### src/rtl/neuron_train_ctrl_if.sv
// Bundle of sample-memory, neuron, result-memory and run-control signals
// between neuron_train_ctrl (master) and its surroundings (slave).
interface neuron_train_ctrl_if #(
    parameter int ADDR_W = 4
);
    logic                     start;
    logic                     mode;
    logic        [ADDR_W-1:0] last_addr;
    logic                     mem_rd;
    logic        [ADDR_W-1:0] mem_addr;
    logic signed [6:0]        mem_x1;
    logic signed [6:0]        mem_x2;
    logic signed [1:0]        mem_t;
    logic                     n_start;
    logic signed [6:0]        n_x1;
    logic signed [6:0]        n_x2;
    logic signed [1:0]        n_tin;
    logic                     n_eof;
    logic                     n_eoi;
    logic                     n_updating;
    logic                     n_learned;
    logic signed [1:0]        n_tout;
    logic                     res_we;
    logic        [ADDR_W-1:0] res_addr;
    logic signed [1:0]        res_data;
    logic                     busy;
    logic                     done;
    logic                     converged;
    logic        [7:0]        epochs;

    modport master (
        input  start, mode, last_addr, mem_x1, mem_x2, mem_t,
               n_updating, n_learned, n_tout,
        output mem_rd, mem_addr, n_start, n_x1, n_x2, n_tin, n_eof, n_eoi,
               res_we, res_addr, res_data, busy, done, converged, epochs
    );

    modport slave (
        output start, mode, last_addr, mem_x1, mem_x2, mem_t,
               n_updating, n_learned, n_tout,
        input  mem_rd, mem_addr, n_start, n_x1, n_x2, n_tin, n_eof, n_eoi,
               res_we, res_addr, res_data, busy, done, converged, epochs
    );
endinterface

### src/rtl/neuron_train_ctrl.sv
// Sequencer driving the perceptron neuron through training epochs and
// inference passes from a sample memory, writing inference results out.
module neuron_train_ctrl #(
    parameter int ADDR_W     = 4,
    parameter int MAX_EPOCHS = 100
) (
    input  logic                clk,
    input  logic                rst,
    neuron_train_ctrl_if.master bus
);
    localparam logic [3:0] S_IDLE    = 4'd0;
    localparam logic [3:0] S_KICK    = 4'd1;
    localparam logic [3:0] S_FETCH   = 4'd2;
    localparam logic [3:0] S_PRESENT = 4'd3;
    localparam logic [3:0] S_WAIT    = 4'd4;
    localparam logic [3:0] S_EOF1    = 4'd5;
    localparam logic [3:0] S_EOF2    = 4'd6;
    localparam logic [3:0] S_CAPTURE = 4'd7;
    localparam logic [3:0] S_EOI     = 4'd8;
    localparam logic [3:0] S_DONE    = 4'd9;

    localparam logic [7:0] EPOCH_LIMIT = 8'(MAX_EPOCHS);

    logic        [3:0]        state_q,    state_d;
    logic        [ADDR_W-1:0] cnt_q,      cnt_d;
    logic        [ADDR_W-1:0] last_q,     last_d;
    logic                     mode_q,     mode_d;
    logic signed [6:0]        x1_q,       x1_d;
    logic signed [6:0]        x2_q,       x2_d;
    logic signed [1:0]        tin_q,      tin_d;
    logic                     done_q,     done_d;
    logic                     conv_q,     conv_d;
    logic        [7:0]        epochs_q,   epochs_d;
    logic                     res_we_q,   res_we_d;
    logic        [ADDR_W-1:0] res_addr_q, res_addr_d;
    logic signed [1:0]        res_data_q, res_data_d;

    logic [7:0] epochs_inc;
    logic       at_last;

    assign epochs_inc = epochs_q + 8'd1;
    // Compare before incrementing so last_addr = all-ones never wraps early.
    assign at_last    = (cnt_q == last_q);

    always_comb begin
        state_d    = state_q;
        cnt_d      = cnt_q;
        last_d     = last_q;
        mode_d     = mode_q;
        x1_d       = x1_q;
        x2_d       = x2_q;
        tin_d      = tin_q;
        done_d     = done_q;
        conv_d     = conv_q;
        epochs_d   = epochs_q;
        res_we_d   = 1'b0;
        res_addr_d = res_addr_q;
        res_data_d = res_data_q;

        case (state_q)
            S_IDLE: begin
                if (bus.start) begin
                    mode_d   = bus.mode;
                    last_d   = bus.last_addr;
                    done_d   = 1'b0;
                    conv_d   = 1'b0;
                    epochs_d = 8'd0;
                    cnt_d    = '0;
                    state_d  = S_KICK;
                end
            end
            S_KICK:  state_d = S_FETCH;
            S_FETCH: state_d = S_PRESENT;
            S_PRESENT: begin
                x1_d    = bus.mem_x1;
                x2_d    = bus.mem_x2;
                tin_d   = mode_q ? 2'sd0 : bus.mem_t;
                state_d = mode_q ? S_CAPTURE : S_WAIT;
            end
            S_WAIT: begin
                if (!bus.n_updating) begin
                    if (at_last) begin
                        state_d = S_EOF1;
                    end else begin
                        cnt_d   = cnt_q + 1'b1;
                        state_d = S_FETCH;
                    end
                end
            end
            S_EOF1: state_d = S_EOF2;
            S_EOF2: begin
                epochs_d = epochs_inc;
                if (bus.n_learned) begin
                    conv_d  = 1'b1;
                    state_d = S_DONE;
                end else if (epochs_inc >= EPOCH_LIMIT) begin
                    state_d = S_DONE;
                end else begin
                    cnt_d   = '0;
                    state_d = S_FETCH;
                end
            end
            S_CAPTURE: begin
                // Result write is registered, so the strobe appears one cycle later.
                res_we_d   = 1'b1;
                res_addr_d = cnt_q;
                res_data_d = bus.n_tout;
                if (at_last) begin
                    state_d = S_EOI;
                end else begin
                    cnt_d   = cnt_q + 1'b1;
                    state_d = S_FETCH;
                end
            end
            S_EOI: state_d = S_DONE;
            S_DONE: begin
                done_d  = 1'b1;
                state_d = S_IDLE;
            end
            default: state_d = S_IDLE;
        endcase
    end

    always_ff @(posedge clk) begin
        if (rst) begin
            state_q    <= S_IDLE;
            cnt_q      <= '0;
            last_q     <= '0;
            mode_q     <= 1'b0;
            x1_q       <= '0;
            x2_q       <= '0;
            tin_q      <= '0;
            done_q     <= 1'b0;
            conv_q     <= 1'b0;
            epochs_q   <= 8'd0;
            res_we_q   <= 1'b0;
            res_addr_q <= '0;
            res_data_q <= '0;
        end else begin
            state_q    <= state_d;
            cnt_q      <= cnt_d;
            last_q     <= last_d;
            mode_q     <= mode_d;
            x1_q       <= x1_d;
            x2_q       <= x2_d;
            tin_q      <= tin_d;
            done_q     <= done_d;
            conv_q     <= conv_d;
            epochs_q   <= epochs_d;
            res_we_q   <= res_we_d;
            res_addr_q <= res_addr_d;
            res_data_q <= res_data_d;
        end
    end

    // Strobes decode straight from the state register; no input reaches an output.
    assign bus.mem_rd    = (state_q == S_FETCH);
    assign bus.mem_addr  = cnt_q;
    assign bus.n_start   = (state_q == S_KICK);
    assign bus.n_eof     = (state_q == S_EOF1) || (state_q == S_EOF2);
    assign bus.n_eoi     = (state_q == S_EOI);
    assign bus.busy      = (state_q != S_IDLE);
    assign bus.n_x1      = x1_q;
    assign bus.n_x2      = x2_q;
    assign bus.n_tin     = tin_q;
    assign bus.res_we    = res_we_q;
    assign bus.res_addr  = res_addr_q;
    assign bus.res_data  = res_data_q;
    assign bus.done      = done_q;
    assign bus.converged = conv_q;
    assign bus.epochs    = epochs_q;
endmodule

### src/flat_wrapper.sv
// flat-port wrapper written by rule: the top's interface ports become plain ports
module neuron_train_ctrl_flat 
#(
    parameter int ADDR_W     = 4,
    parameter int MAX_EPOCHS = 100
)
  (clk, rst, bus_start, bus_mode, bus_last_addr, bus_mem_x1, bus_mem_x2, bus_mem_t, bus_n_updating, bus_n_learned, bus_n_tout, bus_mem_rd, bus_mem_addr, bus_n_start, bus_n_x1, bus_n_x2, bus_n_tin, bus_n_eof, bus_n_eoi, bus_res_we, bus_res_addr, bus_res_data, bus_busy, bus_done, bus_converged, bus_epochs);
  neuron_train_ctrl_if #(.ADDR_W(ADDR_W)) bus_i ();
  input  logic clk;
  input  logic rst;
  input wire logic [$bits(bus_i.start)-1:0] bus_start;
  input wire logic [$bits(bus_i.mode)-1:0] bus_mode;
  input wire logic [$bits(bus_i.last_addr)-1:0] bus_last_addr;
  input wire logic [$bits(bus_i.mem_x1)-1:0] bus_mem_x1;
  input wire logic [$bits(bus_i.mem_x2)-1:0] bus_mem_x2;
  input wire logic [$bits(bus_i.mem_t)-1:0] bus_mem_t;
  input wire logic [$bits(bus_i.n_updating)-1:0] bus_n_updating;
  input wire logic [$bits(bus_i.n_learned)-1:0] bus_n_learned;
  input wire logic [$bits(bus_i.n_tout)-1:0] bus_n_tout;
  output wire logic [$bits(bus_i.mem_rd)-1:0] bus_mem_rd;
  output wire logic [$bits(bus_i.mem_addr)-1:0] bus_mem_addr;
  output wire logic [$bits(bus_i.n_start)-1:0] bus_n_start;
  output wire logic [$bits(bus_i.n_x1)-1:0] bus_n_x1;
  output wire logic [$bits(bus_i.n_x2)-1:0] bus_n_x2;
  output wire logic [$bits(bus_i.n_tin)-1:0] bus_n_tin;
  output wire logic [$bits(bus_i.n_eof)-1:0] bus_n_eof;
  output wire logic [$bits(bus_i.n_eoi)-1:0] bus_n_eoi;
  output wire logic [$bits(bus_i.res_we)-1:0] bus_res_we;
  output wire logic [$bits(bus_i.res_addr)-1:0] bus_res_addr;
  output wire logic [$bits(bus_i.res_data)-1:0] bus_res_data;
  output wire logic [$bits(bus_i.busy)-1:0] bus_busy;
  output wire logic [$bits(bus_i.done)-1:0] bus_done;
  output wire logic [$bits(bus_i.converged)-1:0] bus_converged;
  output wire logic [$bits(bus_i.epochs)-1:0] bus_epochs;
  assign bus_i.start = bus_start;
  assign bus_i.mode = bus_mode;
  assign bus_i.last_addr = bus_last_addr;
  assign bus_i.mem_x1 = bus_mem_x1;
  assign bus_i.mem_x2 = bus_mem_x2;
  assign bus_i.mem_t = bus_mem_t;
  assign bus_i.n_updating = bus_n_updating;
  assign bus_i.n_learned = bus_n_learned;
  assign bus_i.n_tout = bus_n_tout;
  assign bus_mem_rd = bus_i.mem_rd;
  assign bus_mem_addr = bus_i.mem_addr;
  assign bus_n_start = bus_i.n_start;
  assign bus_n_x1 = bus_i.n_x1;
  assign bus_n_x2 = bus_i.n_x2;
  assign bus_n_tin = bus_i.n_tin;
  assign bus_n_eof = bus_i.n_eof;
  assign bus_n_eoi = bus_i.n_eoi;
  assign bus_res_we = bus_i.res_we;
  assign bus_res_addr = bus_i.res_addr;
  assign bus_res_data = bus_i.res_data;
  assign bus_busy = bus_i.busy;
  assign bus_done = bus_i.done;
  assign bus_converged = bus_i.converged;
  assign bus_epochs = bus_i.epochs;
  neuron_train_ctrl #(.ADDR_W(ADDR_W), .MAX_EPOCHS(MAX_EPOCHS)) u_core (.clk(clk), .rst(rst), .bus(bus_i));
endmodule
### config.mk
export PLATFORM = sky130hd
export DESIGN_NAME = neuron_train_ctrl_flat
export DESIGN_NICKNAME = d
export VERILOG_FILES = /design/src/rtl/neuron_train_ctrl_if.sv /design/src/rtl/neuron_train_ctrl.sv /design/src/flat_wrapper.sv
export SDC_FILE = /design/constraint.sdc
export NUM_CORES = 1
export LEC_CHECK = 0
export CAP_MARGIN = 10
export CORE_UTILIZATION = 46
export CTS_CLUSTER_SIZE = 24
export DETAILED_ROUTE_END_ITERATION = 6
export GPL_ROUTABILITY_DRIVEN = 0
export HOLD_SLACK_MARGIN = 0.12
export PLACE_DENSITY = 0.79
export SYNTH_ARGS = -nofsm -noshare
export SYNTH_HDL_FRONTEND = slang
export SYNTH_SLANG_ARGS = --single-unit
export TNS_END_PERCENT = 1
### constraint.sdc
create_clock -name clk -period 2.4 [get_ports clk]
set_input_delay 0.48 -clock clk [delete_from_list [all_inputs] [get_ports clk]]
set_output_delay 0.48 -clock clk [all_outputs]
set_load 0.02 [all_outputs]
==> impl_metrics.tcl <==
set metrics [dict create \
    power.density_nw_per_um2 529 \
    n_fill_cell 390 \
    synthFlopType "dfxtp_1" \
    dieArea_um2 5090 \
    r2r_setup_slack_ps 220 \
    required_ps 1920 \
    ant_nets 0 \
    cts.sinks 46 \
    slew_violations 0 \
    combPwrFrac 0.171 \
    rsz0062_at_grt "no" \
    overflow 0 \
    vdd_drop_max_mv 0.433 \
    violations "DRC" \
    synth_nets 316 \
    finClkSkew_ps 3.42 \
    setup_ws_ps 124 \
    antenna_found_initial 0 \
    cts_max_level 2 \
    avgSynthCellArea_um2 7.76 \
    drive_gt1_frac 0.0970 \
    hold_violations 0 \
    die_x_um 71.3 \
    internal_power_mw 1.23 \
    synth_edf_count 0 \
    clockRootBuffer "clkbuf_8" \
    yosys_register_bits 46 \
    period_share 0.948 \
    timing.slew.headroom 0.636 \
    post_drt_via_cell_ratio 5.43 \
    pwr-share-clk 0.344 \
    leakage_nw 1.13 \
    port_buffers 69 \
    finalCriticalPeriod_ps 2280 \
    holdCritStartpoint "u_core.bus.n_x2[5]$_SDFFE_PP0P_" \
    max_stage_delay_ps 620 \
    grt_max_degree 20 \
    crit_path_end_kind "output port" \
    dp_slack_ps -66.2 \
    core_area_um2 4470 \
    power.share.switching 0.255 \
    drtIter0Drc 123 \
    ys_seq_area_frac 0.416 \
    status "complete, but fails checks" \
    start_util 0.494 \
    core.rowCount 24 \
    holdCritPathClass "flip-flop to flip-flop" \
    async_reset_ff_frac 0 \
    power.share.sequential 0.485 \
    switchingPower_mw 0.424 \
    syn_to_final_growth_pct 41.8 \
    worst_pin_slew_ps 545 \
    cts_buffers 5 \
    maxCapViolations 0 \
    drcViolationCount 3 \
    detail_route.wl_per_cell_um 13.7 \
    io_pins 70 \
    synth.distinct_cells 49 \
    synth_top_cells_by_count "65 x nand2_1, 46 x dfxtp_1, 44 x a21oi_1" \
    syn_inst 285 \
    cp_slowest_cell "clkdlybuf4s50_1" \
    grt_pass1_wl_um 9630 \
    finalNonFillerCells 413 \
    fmax_ghz 0.439 \
    cp_max_fo 10 \
    crit_path_start "u_core.state_q[0]$_SDFFE_PP0P_" \
    cp_cell_sequence "nor3_4 > and2_1 > clkdlybuf4s50_1" \
    fin_util 0.701 \
    hpwlAfterDp_um 4130 \
    finish.net_count 391 \
    synth_area_um2 2210 \
    clock_path_buffers 2 \
    grt.total_usage 0.242 \
    synth.area.top_cells "dfxtp_1 42%, nand2_1 11%, a21oi_1 10%" \
    path_clk_slew_ps 80 \
    yosysTopAreaCell "dfxtp_1" \
    dp_cells 405 \
    setup_viol 0 \
    cts_tree "yes" \
    drt-pass1-iter-count 7 \
    crit_arrival_ps 1800 \
    diodes 0 \
    vias 2243 \
    grt_pass1_vias 2095 \
    fp.dieH_um 71.3 \
    ys.warnings.count 0 \
    r2r_start "u_core.bus.epochs[0]$_SDFFE_PP0P_" \
    post-synth-top-count-cell "nand2_1" \
    yosysTopAreaCellShare 0.416 \
    critPathLaunchType "flip-flop" \
    setup.worst_path.class "flip-flop to output port" \
    clk_latency_ps 300 \
    finalPower_mw 1.66 \
    routed_wl_um 5660 \
]
layer usage:
metal / track usage / wire length [um] / vias up
li1: - / - / 1146
met2: 0.397 / 2740 / 56
met4: 0.0800 / 73 / 0
met3: 0.0549 / 266 / 7
met5: 0 / 0 / -
met1: 0.316 / 2580 / 1034
area by class of cell:
class                      instances  area, um2  share of cell area
tap                               52       65.1              0.0207
clock buffer                       6       72.6              0.0231
sequential                        46        925               0.295
timing repair buffer              87        838               0.267
clock inverter                     2       37.5              0.0120
multi-input combinational        216       1180               0.377
inverter                           4       15.0             0.00479
worst max-delay path: cells and delay by family, from the launching register on:
| family | cells | cell delay [ps] |
|---|---|---|
| buffers and inverters | 1 | 620 |
| flip-flops | 1 | 390 |
| AND/OR/NAND/NOR | 2 | 490 |
flip-flops by register name, summed over array words and instances, names as in the netlist:
register              flops
u_core.bus.epochs         8
u_core.bus.mem_addr       4
u_core.bus.n_tin          2
u_core.state_q            4
u_core.bus.res_data       2
u_core.mode_q             1
u_core.last_q             4
u_core.bus.n_x1           7
u_core.bus.done           1
u_core.bus.n_x2           7
u_core.bus.res_we         1
u_core.bus.converged      1
u_core.bus.res_addr       4
path summary, 6_finish.rpt:
kind / to / cells after the start
worst min-delay path: u_core.bus.n_x2[5]$_SDFFE_PP0P_ / 2
worst min register to register: u_core.bus.n_x2[5]$_SDFFE_PP0P_ / 2
worst max register to register: u_core.bus.mem_addr[3]$_SDFFE_PP0P_ / 7
worst max-delay path: bus_n_eoi / 3
placed cells by master (no fill, tap or decap), types with 2 or more instances in the layout:
| master | Yosys | final |
|---|---|---|
| nor2b_1 | 4 | 4 |
| nand3_1 | 10 | 10 |
| nand2_1 | 65 | 65 |
| nor3_1 | 12 | 12 |
| xnor2_1 | 2 | 2 |
| dfxtp_2 | 0 | 3 |
| a311oi_1 | 3 | 3 |
| clkdlybuf4s50_1 | 0 | 69 |
| buf_4 | 1 | 17 |
| nand2b_1 | 4 | 4 |
| nor2_1 | 18 | 18 |
| o311ai_1 | 2 | 2 |
| o21ai_0 | 8 | 8 |
| nand4_1 | 2 | 2 |
| nor4_1 | 2 | 2 |
| o31a_1 | 2 | 2 |
| dfxtp_1 | 46 | 43 |
| xor2_1 | 4 | 4 |
| and2_1 | 2 | 2 |
| nand3b_1 | 2 | 2 |
| a31oi_1 | 2 | 2 |
| ha_1 | 3 | 3 |
| a21oi_1 | 44 | 44 |
| inv_1 | 4 | 4 |
| and3_1 | 3 | 3 |
| clkbuf_8 | 0 | 5 |
logic make-up after synthesis:
family / after synthesis / share of synthesized area
AO/OA/AOI/OAI: 75 / 0.210
XOR/XNOR: 6 / 0.0238
adder cells (fa/ha/maj): 3 / 0.0170
buffers and inverters: 23 / 0.0486
flip-flops: 46 / 0.416
AND/OR/NAND/NOR: 132 / 0.284
power groups by stage:
stage	sequential, mW	clock, mW	combinational (mW)
2_1_floorplan	0.816	0	0.164
3_3_place_gp	0.820	0	0.281
3_5_place_dp	0.821	0	0.283
4_1_cts	0.803	0.584	0.284
5_1_grt	0.808	0.620	0.312
6_report	0.804	0.571	0.284
stage by stage:
step / TNS [ps] / hold slack, ps / instance area (um2)
CTS: 0 / 458 / 3130
floorplan: 0 / 448 / 2210
global route: 0 / 483 / 3140
finish: 0 / 455 / 3140
global placement: -7.99 / 440 / 3020
detailed placement: -124 / 445 / 3020
what timing repair did:
item,CTS,global route
hold endpoints to repair,0,0
gates resized for setup,0,3
endpoints found under the setup margin,0,4
buffers inserted,0,0
hold buffers,0,0
(Power assumes the default switching activity.)
